**src/rtl/ri5cy_lsu_pkg.sv**
```systemverilog
// Shared encodings for the writeback load/store unit: load funct3 and store
// type codes (including the "no access" markers), the FSM state type, the
// datapath width, and the alignment check used by the optional trap build.
package ri5cy_lsu_pkg;

    localparam int WORD_WIDTH = 32;

    localparam logic [2:0] LOAD_LB   = 3'b000;
    localparam logic [2:0] LOAD_LH   = 3'b001;
    localparam logic [2:0] LOAD_LW   = 3'b010;
    localparam logic [2:0] LOAD_LBU  = 3'b100;
    localparam logic [2:0] LOAD_LHU  = 3'b101;
    localparam logic [2:0] LOAD_NONE = 3'b111;

    localparam logic [1:0] STORE_SB   = 2'b00;
    localparam logic [1:0] STORE_SH   = 2'b01;
    localparam logic [1:0] STORE_SW   = 2'b10;
    localparam logic [1:0] STORE_NONE = 2'b11;

    typedef enum logic [1:0] {
        IDLE = 2'd0,
        REQ  = 2'd1,
        RESP = 2'd2
    } lsu_state_e;

    // True when the access cannot be served by a single aligned word access.
    // A pending load wins over a store, matching the unit's priority rule.
    function automatic logic lsu_misaligned(input logic [2:0] load_type,
                                            input logic [1:0] store_type,
                                            input logic [1:0] off);
        logic mis;
        mis = 1'b0;
        if (load_type != LOAD_NONE) begin
            if (load_type == LOAD_LH || load_type == LOAD_LHU)
                mis = off[0];
            else if (load_type == LOAD_LW)
                mis = (off != 2'b00);
        end else begin
            if (store_type == STORE_SH)
                mis = off[0];
            else if (store_type == STORE_SW)
                mis = (off != 2'b00);
        end
        return mis;
    endfunction

endpackage

```
**src/rtl/lsu_load_ext.sv**
```systemverilog
// Load data extraction: selects the addressed byte/halfword lane of the read
// word and sign- or zero-extends it; words pass through unchanged.
// Purely combinational, no state.
module lsu_load_ext
    import ri5cy_lsu_pkg::*;
(
    input  logic [WORD_WIDTH-1:0] rdata,
    input  logic [1:0]            offset,
    input  logic [2:0]            load_type,
    output logic [WORD_WIDTH-1:0] ext
);

    logic [WORD_WIDTH-1:0] byte_sh;
    logic [WORD_WIDTH-1:0] half_sh;

    // Shift the addressed lane down to bit 0, then extend by load type.
    always_comb begin
        byte_sh = rdata >> {offset, 3'b000};
        half_sh = rdata >> {offset[1], 4'b0000};
        case (load_type)
            LOAD_LB:  ext = {{24{byte_sh[7]}}, byte_sh[7:0]};
            LOAD_LBU: ext = {24'h0, byte_sh[7:0]};
            LOAD_LH:  ext = {{16{half_sh[15]}}, half_sh[15:0]};
            LOAD_LHU: ext = {16'h0, half_sh[15:0]};
            default:  ext = rdata;
        endcase
    end

endmodule

```
**src/rtl/wb_lsu.sv**
```systemverilog
// Writeback-stage load/store unit: ALU results write back combinationally,
// loads/stores run a req/gnt/rvalid transaction while stalling the pipeline.
// Optional build macro RI5CY_LSU_MISALIGN_TRAP_EN: misaligned half/word
// accesses are not issued and raise a one-cycle misaligned_o pulse instead.
module wb_lsu #(
    parameter int WORD_WIDTH = ri5cy_lsu_pkg::WORD_WIDTH  // only 32 supported
) (
    input  logic                  clk,
    input  logic                  rst,
    input  logic [2:0]            load_type_i,
    input  logic [1:0]            store_type_i,
    input  logic                  write_en_i,
    input  logic [4:0]            rd_addr_i,
    input  logic [WORD_WIDTH-1:0] ex_data_i,
    input  logic [WORD_WIDTH-1:0] store_data_i,
    output logic                  stall_ctrl_o,
    output logic                  data_req_o,
    input  logic                  data_gnt_i,
    input  logic                  data_rvalid_i,
    output logic [WORD_WIDTH-1:0] data_addr_o,
    output logic                  data_we_o,
    output logic [3:0]            data_be_o,
    output logic [WORD_WIDTH-1:0] data_wdata_o,
    input  logic [WORD_WIDTH-1:0] data_rdata_i,
    output logic                  rf_we_o,
    output logic [4:0]            rf_waddr_o,
    output logic [WORD_WIDTH-1:0] rf_wdata_o,
    output logic                  misaligned_o
);

    import ri5cy_lsu_pkg::*;

    lsu_state_e state, state_nxt;

    logic [1:0]            off;
    logic                  is_load;
    logic                  is_store;
    logic                  mis;
    logic                  mem_op;
    logic                  done;
    logic [3:0]            lane_be;
    logic [WORD_WIDTH-1:0] lane_wdata;
    logic [WORD_WIDTH-1:0] ext_data;

    assign off      = ex_data_i[1:0];
    assign is_load  = (load_type_i != LOAD_NONE);
    assign is_store = !is_load && (store_type_i != STORE_NONE);

`ifdef RI5CY_LSU_MISALIGN_TRAP_EN
    assign mis = lsu_misaligned(load_type_i, store_type_i, off);
`else
    // Misaligned half/word accesses are simply truncated to alignment.
    assign mis = 1'b0;
`endif

    // A trapped access never reaches the memory side.
    assign mem_op = (is_load || is_store) && !mis;
    assign done   = (state == RESP) && data_rvalid_i;

    lsu_load_ext u_load_ext (
        .rdata     (data_rdata_i),
        .offset    (off),
        .load_type (load_type_i),
        .ext       (ext_data)
    );

    // State register; reset abandons any transaction in flight.
    always_ff @(posedge clk or posedge rst) begin
        if (rst)
            state <= IDLE;
        else
            state <= state_nxt;
    end

    // Next-state: issue in IDLE, wait for gnt in REQ, wait for rvalid in RESP.
    always_comb begin
        state_nxt = state;
        case (state)
            IDLE:    if (mem_op) state_nxt = data_gnt_i ? RESP : REQ;
            REQ:     if (data_gnt_i) state_nxt = RESP;
            RESP:    if (data_rvalid_i) state_nxt = IDLE;
            default: state_nxt = IDLE;
        endcase
    end

    // Byte enables and lane-replicated store data; loads use the same lane
    // mask by access size so the memory sees which bytes are wanted.
    always_comb begin
        lane_be    = 4'b1111;
        lane_wdata = '0;
        if (is_load) begin
            if (load_type_i == LOAD_LB || load_type_i == LOAD_LBU)
                lane_be = 4'b0001 << off;
            else if (load_type_i == LOAD_LH || load_type_i == LOAD_LHU)
                lane_be = 4'b0011 << {off[1], 1'b0};
        end else begin
            case (store_type_i)
                STORE_SB: begin
                    lane_be    = 4'b0001 << off;
                    lane_wdata = {4{store_data_i[7:0]}};
                end
                STORE_SH: begin
                    lane_be    = 4'b0011 << {off[1], 1'b0};
                    lane_wdata = {2{store_data_i[15:0]}};
                end
                default: begin
                    lane_be    = 4'b1111;
                    lane_wdata = store_data_i;
                end
            endcase
        end
    end

    // Outputs; everything is forced low while rst is held.
    always_comb begin
        stall_ctrl_o = 1'b0;
        data_req_o   = 1'b0;
        data_addr_o  = '0;
        data_we_o    = 1'b0;
        data_be_o    = 4'b0000;
        data_wdata_o = '0;
        rf_we_o      = 1'b0;
        rf_waddr_o   = 5'd0;
        rf_wdata_o   = '0;
        misaligned_o = 1'b0;
        if (!rst) begin
            stall_ctrl_o = mem_op && !done;
            data_req_o   = mem_op && (state != RESP);
            if (mem_op) begin
                data_addr_o  = {ex_data_i[WORD_WIDTH-1:2], 2'b00};
                data_we_o    = is_store;
                data_be_o    = lane_be;
                data_wdata_o = lane_wdata;
            end
            rf_waddr_o = rd_addr_i;
            if (!is_load && !is_store) begin
                rf_we_o    = write_en_i;
                rf_wdata_o = ex_data_i;
            end else if (done && is_load) begin
                rf_we_o    = write_en_i;
                rf_wdata_o = ext_data;
            end
            misaligned_o = mis;
        end
    end

endmodule

```
**config.mk**
```make
export PLATFORM = sky130hd
export DESIGN_NAME = wb_lsu
export DESIGN_NICKNAME = d
export VERILOG_FILES = /design/src/rtl/ri5cy_lsu_pkg.sv /design/src/rtl/lsu_load_ext.sv /design/src/rtl/wb_lsu.sv
export SDC_FILE = /design/constraint.sdc
export NUM_CORES = 1
export LEC_CHECK = 0
export CAP_MARGIN = 25
export CORE_MARGIN = 4
export CORE_UTILIZATION = 32
export CTS_BUF_LIST = sky130_fd_sc_hd__clkbuf_8
export DETAILED_ROUTE_END_ITERATION = 8
export PLACE_DENSITY_LB_ADDON = 0.05
export SLEW_MARGIN = 20
export SYNTH_ARGS = -nofsm -noshare
export SYNTH_HDL_FRONTEND = slang
export SYNTH_SLANG_ARGS = --single-unit
```
**constraint.sdc**
```tcl
create_clock -name clk -period 4.5 [get_ports clk]
set_input_delay 0.9 -clock clk [delete_from_list [all_inputs] [get_ports clk]]
set_output_delay 0.9 -clock clk [all_outputs]
set_load 0.005 [all_outputs]
```
==> results.py <==
metrics = {
    "grt": {
        "grt_use_total_pct": 25.9,
        "grt_max_degree": 43,
        "grt_pass1_vias": 3510,
        "grt_overflow": 0,
        "grt_pass1_wl_mm": 16.4,
        "antenna_found_initial": 0,
    },
    "floorplan": {
        "core-area_um2": 6060,
        "rows": 28,
        "die_w_um": 88.1,
        "dieArea_um2": 7760,
        "start_util_pct": 33.9,
        "io-pin-count": 221,
        "die_h_um": 88.1,
    },
    "setup_path": {
        "arrival_ns": 3.38,
        "worst-setup-path-type": "in -> out",
        "r2r_start": "state[0]",
        "critPathLaunch": "load_type_i[0]",
        "cp-end-kind": "primary output",
        "required_ns": 3.60,
        "crit_path_start_kind": "input port",
        "cp_max_fo": 13,
    },
    "route": {
        "first_iter_violations": 130,
        "first_pass_iters": 4,
        "via_per_inst": 5.43,
        "drt-total-wl_mm": 11.0,
        "drc": 0,
        "wl_per_cell_um": 17.2,
        "final_antenna_net_count": 0,
        "dr_total_vias": 3465,
    },
    "timing": {
        "slew_violations": 0,
        "clock_skew_ns": 0.00256,
        "layout_min_cycle_time_ns": 4.28,
        "max_freq_mhz": 234,
        "whs_ns": 0.494,
        "period_share_pct": 95.0,
        "finalSetupTns_ns": 0,
        "finalSetupViolations": 0,
        "max_slew_margin_pct": 58.6,
        "rsz0062_at_grt": "no",
        "hold_viol": 0,
        "worstMarginPinSlew_ns": 0.605,
    },
    "cells_and_area": {
        "layout-drive-gt1-share_pct": 6.22,
        "fill_cells": 529,
        "multi_input_area_um2": 1830,
        "antenna_cells": 0,
        "area_delta_synth_final_pct": 113,
        "regArea_um2": 50.0,
        "largest_register_ffs": 2,
        "max_flop_register": "state",
        "reg_top3": "state (2)",
        "nets": 676,
    },
    "power_and_ir_drop": {
        "finalPower_mw": 0.436,
        "p_int_mw": 0.285,
        "combPwrFrac_pct": 78.2,
        "p_leak_nw": 1.74,
        "p_per_area_nw_per_um2": 99.8,
        "p_seq_share_pct": 5.3,
        "clkPwrFrac_pct": 16.5,
        "ir_drop_mv": 0.0931,
        "p_switching_mw": 0.151,
        "switching_share_pct": 34.7,
    },
    "clocking": {
        "cts.sinks": 2,
        "hold_buffers": 0,
        "cts_htree_levels": 1,
        "clockRootBuffer": "clkbuf_8",
        "tritoncts": "yes",
        "cts_setup_buffers": 0,
        "clkTransAtPathRegs_ns": 0.03,
        "cts_buffer_depth": 2,
        "cts_buffers": 3,
        "cts_resized": 0,
        "worstSkewPairLatency_ns": 0.21,
    },
    "placement": {
        "numPortBuffers": 217,
        "gp_congestion": 0.882,
        "dp_hpwl_mm": 8.79,
    },
    "synth": {
        "ys_types": 44,
        "yosys.area.top_type": "and3_1",
        "synth_ff_type": "dfrtp_1",
        "synthArstFlopShare_pct": 100,
        "synth_area_leaders": "and3_1 (9.8%), nor2_1 (8.6%), nor2b_1 (8.5%)",
        "yosysWarnings": 0,
        "synth_edf_count": 0,
        "ys_ff_latch": 2,
        "synth-seq-area-share_pct": 2.44,
        "synth_top_area_share_pct": 9.75,
        "avgSynthCellArea_um2": 5.77,
        "synth_cells": 356,
        "syn-cell-area_um2": 2050,
    },
    "hold_path": {
        "hp-start": "state[1]",
        "hold_class": "reg -> reg",
    },
    "run": {
        "drv_cap": 0,
    },
    "status": {
        "outcome": "finished clean",
    },
}
-- synth_stat cells (2+ instances only) --
cell type / number
a31oi_1: 3
nand2_1: 40
mux2_2: 2
mux2i_1: 16
a21oi_1: 28
nand3_1: 10
buf_2: 8
a22o_1: 4
a32o_1: 3
buf_4: 5
a31o_2: 3
dfrtp_1: 2
nand2b_1: 5
o22ai_1: 3
a21o_1: 3
inv_1: 6
o21ai_0: 22
nor3_1: 7
o21ba_2: 2
nor2b_1: 28
clkbuf_1: 22
o21ai_1: 10
and2_1: 9
and3_1: 32
a22oi_1: 4
nor2_1: 47
a2bb2oi_1: 3
and3b_1: 2
a211oi_1: 12
-- per-layer routing --
metal / global-route usage (%) / up-vias / share of wire, %
li1: - / 1679 / -
met1: 29.4 / 1596 / 38
met2: 47.1 / 178 / 51
met3: 6.96 / 12 / 10
met4: 8.24 / 0 / 1.1
met5: 0 / - / 0
-- cells in the final DEF (no fill, tap or decap), types with 2 or more instances in the layout --
master             n
nand3_1           10
a2bb2oi_1          3
nor2b_1           28
o22ai_1            3
a31oi_1            3
mux2i_1           16
nand2_1           40
a31o_2             3
o21ai_0           22
mux2_2             2
a22o_1             4
and3b_1            2
nand2b_1           5
nor3_1             6
a21oi_1           28
o21ai_1           10
dfrtp_1            2
conb_1             3
nor2_1            47
and3_1            32
clkdlybuf4s50_1  217
a211oi_1          12
a21o_1             3
o21ba_2            2
and2_1             9
clkbuf_8           3
buf_4             21
inv_1              6
a22oi_1            4
a32o_1             3
-- worst paths after layout --
kind	depth (start not counted)	slack (ns)	endpoint
worst max-delay path	7	0.22	rf_wdata_o[12]
worst min register to register	1	0.49	state[0]
worst min-delay path	1	0.49	state[0]
min in group asynchronous	3	1.12	state[0]
max in group asynchronous	3	3.16	state[1]
worst max register to register	2	3.68	state[1]
-- power by group through the flow --
stage / clock, mW / combinational (mW) / sequential, mW
finish: 0.0719 / 0.341 / 0.0231
global route: 0.0770 / 0.368 / 0.0234
CTS: 0.0752 / 0.340 / 0.0229
detailed placement: 0 / 0.339 / 0.0232
global placement: 0 / 0.334 / 0.0230
floorplan: 0 / 0.130 / 0.0227
-- kinds of logic (layout without fill, tap and decap cells) --
| logic type | Yosys count | count (layout) | synth area share, % |
|---|---|---|---|
| AND/OR/NAND/NOR | 185 | 185 | 45.3 |
| flip-flops | 2 | 2 | 2.44 |
| AO/OA/AOI/OAI | 106 | 106 | 32.8 |
| buffers and inverters | 43 | 248 | 9.26 |
| multiplexers | 19 | 19 | 9.99 |
| other | 1 | 3 | 0.183 |
-- metrics by stage --
| stage | std cells | cell area [um2] | util, % | worst slack [ns] |
|---|---|---|---|---|
| finish | 638 | 4370 | 72.0 | 0.224 |
| CTS | 638 | 4370 | 72.0 | 0.252 |
| floorplan | 358 | 2060 | - | 1.48 |
| global placement | 635 | 4330 | 71.4 | 0.313 |
| global route | 638 | 4370 | 72.0 | 0.0889 |
| detailed placement | 635 | 4330 | 71.4 | 0.254 |
-- cell type report --
| cell class | instances | share of cell area [%] |
|---|---|---|
| repair buffers | 238 | 53.4 |
| clock buffers | 3 | 0.946 |
| flip-flops and latches | 2 | 1.15 |
| well taps | 75 | 2.15 |
| inverters | 7 | 0.602 |
| multi-input cells | 313 | 41.8 |
-- critical path, cell delays in order --
cell and delay (ns):
clkdlybuf4s50_1 0.71, nand3_1 0.27, nor2_2 0.34, o21ai_0 0.14, buf_4 0.20, a211oi_1 0.25, clkdlybuf4s50_1 0.57
Power figures use the tool's default switching activity.
